**src/rtl/ifc_pkg.sv**
```systemverilog
// Shared definitions for the IFC receive path: FSM states, result codes and header layout.
package ifc_pkg;

  typedef enum logic [1:0] {
    IDLE    = 2'd0,
    PAYLOAD = 2'd1,
    CHK     = 2'd2,
    REPORT  = 2'd3
  } state_t;

  localparam logic [1:0] ERR_NONE = 2'd0;
  localparam logic [1:0] ERR_CHK  = 2'd1;
  localparam logic [1:0] ERR_LEN  = 2'd2;
  localparam logic [1:0] ERR_SYNC = 2'd3;

  localparam int LEN_MSB  = 11;
  localparam int TYPE_LSB = 12;

  function automatic logic [LEN_MSB:0] hdr_len(input logic [15:0] w);
    return w[LEN_MSB:0];
  endfunction

endpackage

```
**src/rtl/ifc_xor_acc.sv**
```systemverilog
// 16-bit XOR accumulator; load has priority over clear, clear over accumulate.
module ifc_xor_acc (
  input  logic        clk,
  input  logic        rst,
  input  logic        i_load,
  input  logic        i_en,
  input  logic        i_clear,
  input  logic [15:0] i_d,
  output logic [15:0] o_q
);

  logic [15:0] r_acc;

  always_ff @(posedge clk) begin
    if (rst)          r_acc <= '0;
    else if (i_load)  r_acc <= i_d;
    else if (i_clear) r_acc <= '0;
    else if (i_en)    r_acc <= r_acc ^ i_d;
  end

  assign o_q = r_acc;

endmodule

```
**src/rtl/ifc_frame_ctrl.sv**
```systemverilog
// IFC receive frame sequencer: header/payload/checksum parsing, result reporting,
// sync/timeout abort and saturating good/bad frame counters.
module ifc_frame_ctrl
  import ifc_pkg::*;
#(
  parameter int MAX_LEN = 256,
  parameter int TIMEOUT = 1024,
  parameter int CNT_W   = 16
) (
  input  logic             clk,
  input  logic             rst,
  input  logic             s_valid,
  output logic             s_ready,
  input  logic [15:0]      s_data,
  input  logic             s_sof,
  output logic             res_valid,
  output logic             res_ok,
  output logic [1:0]       res_err,
  output logic [11:0]      res_len,
  output logic [15:0]      res_checksum,
  output logic             busy,
  output logic [CNT_W-1:0] ok_cnt,
  output logic [CNT_W-1:0] err_cnt
);

  localparam int TMO_W = $clog2(TIMEOUT + 1);

  state_t             r_state, r_after;
  logic               r_ready, r_busy, r_valid, r_ok;
  logic [1:0]         r_err;
  logic [11:0]        r_res_len, r_len, r_cnt;
  logic [15:0]        r_res_chk;
  logic [TMO_W-1:0]   r_tmo;
  logic [CNT_W-1:0]   r_ok_cnt, r_err_cnt;

  logic               w_hs, w_sof_hs, w_word_hs, w_hdr_bad, w_sum_ok;
  logic               w_load, w_en, w_clear;
  logic [11:0]        w_hdr_len, w_cnt_nxt;
  logic [15:0]        w_acc;

  function automatic logic [CNT_W-1:0] sat_inc(input logic [CNT_W-1:0] v);
    return (&v) ? v : v + CNT_W'(1);
  endfunction

  assign w_hs      = s_valid & r_ready;
  assign w_sof_hs  = w_hs & s_sof;
  assign w_word_hs = w_hs & ~s_sof;
  assign w_hdr_len = hdr_len(s_data);
  assign w_hdr_bad = 32'(w_hdr_len) > 32'(MAX_LEN);
  assign w_cnt_nxt = r_cnt + 12'd1;
  assign w_sum_ok  = (s_data == w_acc);

  // A sof word always starts a new checksum, whatever state it arrives in.
  assign w_load  = w_sof_hs && (r_state != REPORT);
  assign w_en    = w_word_hs && (r_state == PAYLOAD);
  assign w_clear = (r_state == REPORT) && (r_after == IDLE);

  ifc_xor_acc u_acc (
    .clk     (clk),
    .rst     (rst),
    .i_load  (w_load),
    .i_en    (w_en),
    .i_clear (w_clear),
    .i_d     (s_data),
    .o_q     (w_acc)
  );

  always_ff @(posedge clk) begin
    if (rst) begin
      r_state   <= IDLE;
      r_after   <= IDLE;
      r_ready   <= 1'b0;
      r_busy    <= 1'b0;
      r_valid   <= 1'b0;
      r_ok      <= 1'b0;
      r_err     <= ERR_NONE;
      r_res_len <= '0;
      r_res_chk <= '0;
      r_len     <= '0;
      r_cnt     <= '0;
      r_tmo     <= '0;
      r_ok_cnt  <= '0;
      r_err_cnt <= '0;
    end else begin
      r_valid <= 1'b0;
      r_ready <= 1'b1;
      case (r_state)
        IDLE: begin
          if (w_sof_hs) begin
            r_len   <= w_hdr_len;
            r_cnt   <= '0;
            r_tmo   <= '0;
            r_busy  <= 1'b1;
            r_after <= IDLE;
            if (w_hdr_bad) begin
              r_state   <= REPORT;
              r_valid   <= 1'b1;
              r_ready   <= 1'b0;
              r_ok      <= 1'b0;
              r_err     <= ERR_LEN;
              r_res_len <= w_hdr_len;
              r_res_chk <= s_data;
              r_err_cnt <= sat_inc(r_err_cnt);
            end else if (w_hdr_len == 12'd0) begin
              r_state <= CHK;
            end else begin
              r_state <= PAYLOAD;
            end
          end
        end
        PAYLOAD, CHK: begin
          if (w_sof_hs) begin
            // Abort reports the old frame; the sof word becomes the next header.
            r_state   <= REPORT;
            r_valid   <= 1'b1;
            r_ready   <= 1'b0;
            r_ok      <= 1'b0;
            r_err     <= ERR_SYNC;
            r_res_len <= r_len;
            r_res_chk <= w_acc;
            r_err_cnt <= sat_inc(r_err_cnt);
            r_len     <= w_hdr_len;
            r_cnt     <= '0;
            r_tmo     <= '0;
            if (w_hdr_bad)                r_after <= REPORT;
            else if (w_hdr_len == 12'd0)  r_after <= CHK;
            else                          r_after <= PAYLOAD;
          end else if (w_word_hs) begin
            r_tmo <= '0;
            if (r_state == PAYLOAD) begin
              r_cnt <= w_cnt_nxt;
              if (w_cnt_nxt == r_len) r_state <= CHK;
            end else begin
              r_state   <= REPORT;
              r_after   <= IDLE;
              r_valid   <= 1'b1;
              r_ready   <= 1'b0;
              r_ok      <= w_sum_ok;
              r_err     <= w_sum_ok ? ERR_NONE : ERR_CHK;
              r_res_len <= r_len;
              r_res_chk <= w_acc;
              if (w_sum_ok) r_ok_cnt  <= sat_inc(r_ok_cnt);
              else          r_err_cnt <= sat_inc(r_err_cnt);
            end
          end else if (r_tmo == TMO_W'(TIMEOUT - 1)) begin
            r_state   <= REPORT;
            r_after   <= IDLE;
            r_valid   <= 1'b1;
            r_ready   <= 1'b0;
            r_ok      <= 1'b0;
            r_err     <= ERR_SYNC;
            r_res_len <= r_len;
            r_res_chk <= w_acc;
            r_err_cnt <= sat_inc(r_err_cnt);
          end else begin
            r_tmo <= r_tmo + TMO_W'(1);
          end
        end
        REPORT: begin
          if (r_after == REPORT) begin
            // Header consumed during a sync abort was itself over-length.
            r_after   <= IDLE;
            r_valid   <= 1'b1;
            r_ready   <= 1'b0;
            r_ok      <= 1'b0;
            r_err     <= ERR_LEN;
            r_res_len <= r_len;
            r_res_chk <= w_acc;
            r_err_cnt <= sat_inc(r_err_cnt);
          end else begin
            r_state <= r_after;
            r_tmo   <= '0;
            r_busy  <= (r_after != IDLE);
          end
        end
        default: r_state <= IDLE;
      endcase
    end
  end

  assign s_ready      = r_ready;
  assign busy         = r_busy;
  assign res_valid    = r_valid;
  assign res_ok       = r_ok;
  assign res_err      = r_err;
  assign res_len      = r_res_len;
  assign res_checksum = r_res_chk;
  assign ok_cnt       = r_ok_cnt;
  assign err_cnt      = r_err_cnt;

endmodule

```
**config.mk**
```make
export PLATFORM = sky130hd
export DESIGN_NAME = ifc_frame_ctrl
export DESIGN_NICKNAME = d
export VERILOG_FILES = /design/src/rtl/ifc_pkg.sv /design/src/rtl/ifc_xor_acc.sv /design/src/rtl/ifc_frame_ctrl.sv
export SDC_FILE = /design/constraint.sdc
export NUM_CORES = 1
export LEC_CHECK = 0
export CAP_MARGIN = 20
export CORE_MARGIN = 4
export CORE_UTILIZATION = 55
export DETAILED_ROUTE_END_ITERATION = 10
export PLACE_DENSITY = 0.8
export SYNTH_ARGS = -nofsm -noshare
export SYNTH_HDL_FRONTEND = slang
export SYNTH_SLANG_ARGS = --single-unit
```
**constraint.sdc**
```tcl
create_clock -name clk -period 3.2 [get_ports clk]
set_input_delay 0.32 -clock clk [delete_from_list [all_inputs] [get_ports clk]]
set_output_delay 0.32 -clock clk [all_outputs]
set_load 0.01 [all_outputs]
```
==> reports/metrics.csv, run 1 <==
metric,value,unit
status,"complete, no violations",
hold_path.class,in2reg,
ioPinCount,86,
synthCells,762,
cts.clk_slew.worst_paths,0.05,ns
place_inst,947,
leakage,2.87,nW
rsz0062_at_grt,no,
dr.pass1.iters,5,
syn_avg_cell_area,8.21,um2
synth_area,6260,um2
fin_skew,0.00777,ns
finalSetupViolCount,0,
synth_seq_cells,121,
gr-total-overflow,0,
drv_slew,0,
grt_first_pass_wirelength,27600,um
port_buffers,85,
area_delta_synth_final,23.6,%
ir_worst_vdd,0.000537,V
cts-htree-levels,4,
fin_tns_setup,0,ns
post-route-min-period,2.88,ns
wl_per_cell,16.9,um
drive_gt1_share,7.19,%
layout.nets,856,
grt_pass1_vias,5658,
slew-limit-headroom,30.1,%
die_height,115,um
instances_no_fill,975,
cts_buffers,17,
finalWeightedCongestion,0.842,
max-clock-path-buffers,2,
power_density,767,nW/um2
viasPerCell,6.01,
cts_tree,done,
root_buffer,clkbuf_16,
diodes,0,
dieArea,13100,um2
seq_area_frac_synth,38.7,%
antenna_found_initial,0,
drv_cap,0,
crit_fanout,9,
antenna_left,0,
num_vias,5858,
finalHoldViolCount,0,
initial_core_util,57.0,%
hold_buffers,0,
tightest_slew,1.05,ns
grt_use_total,26.0,%
synth-async-reset-ratio,0,%
cts_setup_buffers,0,
synthDistinctLibCells,58,
insertion_delay,0.42,ns
start_kind,flop,
fillers,899,
drc_errors,0,
synth_edf_count,0,
min_period_over_period,90.1,%
fmax,0.347,GHz
drt_iter0_drc,477,
fp.dieW,115,um
ys.flop_type,dfxtp_1,
grt_max_degree,68,
routed_wl,16500,um
core-area,11000,um2
clkSinkCount,121,
post_cts_resize_count,0,
yosys_warnings,0,
synth_nets,792,
rows,38,
worst_setup_path_end_kind,flop,
crit_required,3.50,ns
critPathKind,reg2reg,
hpwl,11400,um
cp.arrival,3.18,ns
## routing by layer
layer,share of wire (%),wire (um),up-vias,GRT usage (%)
li1,-,-,2820,-
met5,0,0,-,0
met2,49,8050,229,42.8
met4,1.4,236,0,9.03
met1,43,7160,2783,33.8
met3,6.4,1060,26,5.29
## synthesized netlist by cell type, types with 3 or more instances
cell type | instances | share of area (%)
dfxtp_1 | 121 | 39
nor2_1 | 93 | 5.6
a21oi_1 | 71 | 5.7
nand2_1 | 66 | 4.0
clkbuf_1 | 47 | 2.8
xor2_1 | 42 | 5.9
mux2i_1 | 31 | 5.0
a211oi_1 | 30 | 3.6
nand4_1 | 29 | 2.9
nand3_1 | 28 | 2.2
nor3_1 | 25 | 2.0
xnor2_1 | 25 | 3.5
o21ai_0 | 19 | 1.5
and3_1 | 11 | 1.1
ha_1 | 10 | 2.0
nor2b_1 | 10 | 1.0
or3_1 | 10 | 1.0
and2_1 | 9 | 0.90
inv_1 | 8 | 0.48
nor4_1 | 7 | 0.70
buf_2 | 5 | 0.40
nand2b_1 | 5 | 0.50
or4_1 | 5 | 0.60
nand3b_1 | 4 | 0.48
a221oi_1 | 3 | 0.42
and4_1 | 3 | 0.42
buf_1 | 3 | 0.18
nor3b_1 | 3 | 0.36
or2_2 | 3 | 0.30
## final cells by class
type	instances	area (um2)	area share (%)
multi-input cells	578	3600	46.6
flip-flops and latches	121	2420	31.3
repair buffers	100	973	12.6
clock buffers	25	515	6.66
well taps	140	175	2.26
inverters	8	30.0	0.388
clock inverters	3	15.0	0.194
## stage by stage
step	hold slack, ns	setup WS, ns	util, %	area [um2]	power [mW]
floorplan	0.447	0.628	-	6260	3.42
global placement	0.457	0.370	65.6	7200	4.16
detailed placement	0.469	0.215	65.6	7200	4.22
CTS	0.422	0.319	70.4	7730	5.94
global route	0.460	0.137	70.4	7730	6.26
finish	0.425	0.316	70.4	7730	5.94
## cell families after synthesis
group                      count (synthesis)  share of synthesized area [%]
buffers and inverters                     63                           3.88
adders and majority gates                 10                           2.00
AOI/OAI and AO/OA                        149                           15.2
and+or+nand+nor                          319                           25.5
xor gates and xnor gates                  67                           9.38
muxes                                     33                           5.32
DFF                                      121                           38.7
## cell usage in the layout, fill, tap and decap left out, types with 3 or more instances in the layout
cell type	synthesis	layout
a221oi_1	3	3
nor2b_1	10	10
nand2b_1	5	5
nand2_1	66	66
and4_1	3	3
nand4_1	29	29
clkbuf_8	0	6
clkdlybuf4s50_1	0	84
clkbuf_16	0	17
and2_1	9	9
dfxtp_1	121	121
buf_4	0	15
nand3_1	28	28
xnor2_1	25	25
o21ai_0	19	19
mux2i_1	31	31
ha_1	10	9
nor3b_1	3	3
a21oi_1	71	71
nor2_1	93	93
nand3b_1	4	4
and3_1	11	11
a211oi_1	30	30
nor3_1	25	25
inv_1	8	8
nor4_1	7	7
or4_1	5	5
or2_2	3	3
or3_1	10	10
clkinv_2	0	3
xor2_1	42	42
## where the power goes
| group | switching (mW) | internal [mW] | total, mW |
|---|---|---|---|
| clock network | 0.625 | 1.09 | 1.71 |
| logic | 1.29 | 0.990 | 2.28 |
| registers | 0.187 | 1.76 | 1.94 |
| total | 2.10 | 3.83 | 5.94 |
## flip-flops by register name, summed over array words and instances, names as in the netlist, 2 cells and up
name	cells
err_cnt	16
ok_cnt	16
r_after	2
r_cnt	12
r_len	12
r_state	2
r_tmo	11
res_checksum	16
res_err	2
res_len	12
u_acc.o_q	16
## worst max-delay path, stage by stage (launching register included)
cell      delay, ns
dfxtp_1        0.37
ha_1           0.23
nand3_1        0.15
or4_4          0.53
a211oi_2       0.21
o221ai_2       0.15
nor4_4         0.51
nor3b_2        0.29
mux2_1         0.34
## worst paths after layout
path / startpoint / to / slack [ns] / cells past startpoint
worst max-delay path: r_tmo[0] / err_cnt[15] / 0.32 / 8
worst min-delay path: rst / ok_cnt[7] / 0.43 / 2
worst max register to register: r_tmo[0] / err_cnt[15] / 0.32 / 8
worst min register to register: r_len[8] / r_len[8] / 0.49 / 2
No activity file was read; power rests on OpenSTA's default activity.
==> run 2, diff against run 1 <==
--- a/config.mk
+++ b/config.mk
@@ -6,10 +6,13 @@
 export NUM_CORES = 1
 export LEC_CHECK = 0
 export CAP_MARGIN = 20
+export CORE_ASPECT_RATIO = 1.4
 export CORE_MARGIN = 4
 export CORE_UTILIZATION = 55
 export DETAILED_ROUTE_END_ITERATION = 10
 export PLACE_DENSITY = 0.8
+export SKIP_LAST_GASP = 1
 export SYNTH_ARGS = -nofsm -noshare
 export SYNTH_HDL_FRONTEND = slang
 export SYNTH_SLANG_ARGS = --single-unit
+export TNS_END_PERCENT = 100
==> run 2 against run 1 <==
Utilization up 0.27 points. Sequential power about the same. Wire length down 0.62%. Setup slack better by 0.13 ns. First-iteration DRC count down 26%. Count of clock-buffer cells in the layout down 3. Highest routed layer unchanged. Cell count up 0.62%.
==> reports/metrics.csv, run 2 (synthesis gave the netlist of run 1 again) <==
metric,value,unit,change
dr.pass1.iters,5,,unchanged
root_buffer,clkbuf_16,,unchanged
core-area,11000,um2,about the same
ir_worst_vdd,0.000519,V,was 0.000537 V
crit_required,3.54,ns,was 3.50 ns
cts_buffers,17,,unchanged
insertion_delay,0.42,ns,about the same
dp_worst_setup_slack,0.333,ns,was 0.215 ns
hold_buffers,0,,unchanged
wl_per_cell,16.7,um,was 16.9 um
routed_wl,16400,um,was 16500 um
drive_gt1_share,7.50,%,was 7.19%
crit_fanout,34,,was 9
max-clock-path-buffers,2,,unchanged
finalWeightedCongestion,0.917,,was 0.842
place_inst,950,,was 947
fp.dieW,98.2,um,was 115 um
critPathKind,reg2reg,,unchanged
layout.nets,858,,was 856
ioPinCount,86,,unchanged
fin_skew,0.0119,ns,was 0.00777 ns
grt_max_degree,80,,was 68
leakage,2.88,nW,was 2.87 nW
cts-htree-levels,4,,unchanged
worst_setup_path_end_kind,flop,,unchanged
hpwl,11500,um,was 11400 um
port_buffers,85,,unchanged
diodes,0,,unchanged
gr-total-overflow,0,,unchanged
fin_tns_setup,0,ns,unchanged
rsz0062_at_grt,no,,unchanged
cp.arrival,3.09,ns,was 3.18 ns
tightest_slew,0.847,ns,was 1.05 ns
drc_errors,0,,unchanged
area_delta_synth_final,24.0,%,was 23.6%
min_period_over_period,86.0,%,was 90.1%
fmax,0.364,GHz,was 0.347 GHz
setup_ws,0.449,ns,was 0.316 ns
finalHoldViolCount,0,,unchanged
num_vias,5943,,was 5858
holdWs,0.481,ns,was 0.425 ns
finalSetupViolCount,0,,unchanged
final_common_cell,dfxtp_1,,unchanged
cts.clk_slew.worst_paths,0.06,ns,was 0.05 ns
slew-limit-headroom,43.5,%,was 30.1%
fillers,851,,was 899
post_cts_resize_count,0,,unchanged
grt_use_total,25.2,%,was 26.0%
cts_setup_buffers,0,,unchanged
antenna_left,0,,unchanged
clkSinkCount,121,,unchanged
die_height,134,um,was 115 um
initial_core_util,57.0,%,about the same
dieArea,13200,um2,was 13100 um2
rows,45,,was 38
drv_cap,0,,unchanged
grt_pass1_vias,5802,,was 5658
drv_slew,0,,unchanged
start_kind,flop,,unchanged
power_density,773,nW/um2,was 767 nW/um2
status,"complete, no violations",,unchanged
layout_common_cells,"121 x dfxtp_1, 93 x nor2_1, 84 x clkdlybuf4s50_1",,unchanged
drt_iter0_drc,351,,was 477
post-route-min-period,2.75,ns,was 2.88 ns
hold_path.class,in2reg,,unchanged
viasPerCell,6.06,,was 6.01
instances_no_fill,981,,was 975
antenna_found_initial,0,,unchanged
cts_tree,done,,unchanged
grt_first_pass_wirelength,27300,um,was 27600 um
run 2: stage by stage:
| step | cell area (um2) | utilization [%] | power, mW |
|---|---|---|---|
| after global routing | 7760 | 70.7 | 6.31 |
| after detailed placement | 7210 | 65.7 | 4.18 |
| after global placement | 7210 | 65.7 | 4.12 |
| final | 7760 | 70.7 | 6.00 |
| after floorplan | 6260 | - | 3.42 |
| after CTS | 7760 | 70.7 | 6.01 |
run 2: power by group:
| part | leakage [nW] | internal [mW] | switching [mW] |
|---|---|---|---|
| registers | 0.983 | 1.75 | 0.180 |
| logic | 1.63 | 0.965 | 1.28 |
| clock network | 0.270 | 1.15 | 0.667 |
run 2: layout make-up:
cell class | count | area [um2] | share of cell area (%)
clock buffer | 22 | 454 | 5.85
tap | 141 | 176 | 2.27
multi-input combinational | 578 | 3600 | 46.4
clock inverter | 9 | 100 | 1.29
sequential | 121 | 2420 | 31.2
timing repair buffer | 102 | 976 | 12.6
inverter | 8 | 30.0 | 0.387
run 2: per-layer routing:
| layer | up-vias | GRT usage [%] | part of all wire (%) |
|---|---|---|---|
| met1 | 2837 | 28.5 | 40 |
| li1 | 2836 | - | - |
| met3 | 39 | 5.83 | 6.2 |
| met4 | 0 | 10.8 | 2.7 |
| met5 | - | 0 | 0 |
| met2 | 231 | 45.0 | 51 |
run 2: final timing paths:
check        startpoint               to  slack, ns  cells past startpoint
max reg2reg    r_tmo[0]  res_checksum[5]       0.45                     10
min reg2reg  res_err[0]       res_err[0]       0.49                      2
max            r_tmo[0]  res_checksum[5]       0.45                     10
min                 rst      err_cnt[14]       0.48                      2
run 2: worst max-delay path: stages, from the launching register on:
cell	delay [ns]
dfxtp_1	0.37
ha_1	0.21
nand3_1	0.14
nor4_2	0.24
buf_4	0.18
nor2_1	0.08
or3_1	0.49
a21oi_4	0.27
buf_4	0.36
nor2_1	0.08
a211oi_1	0.22
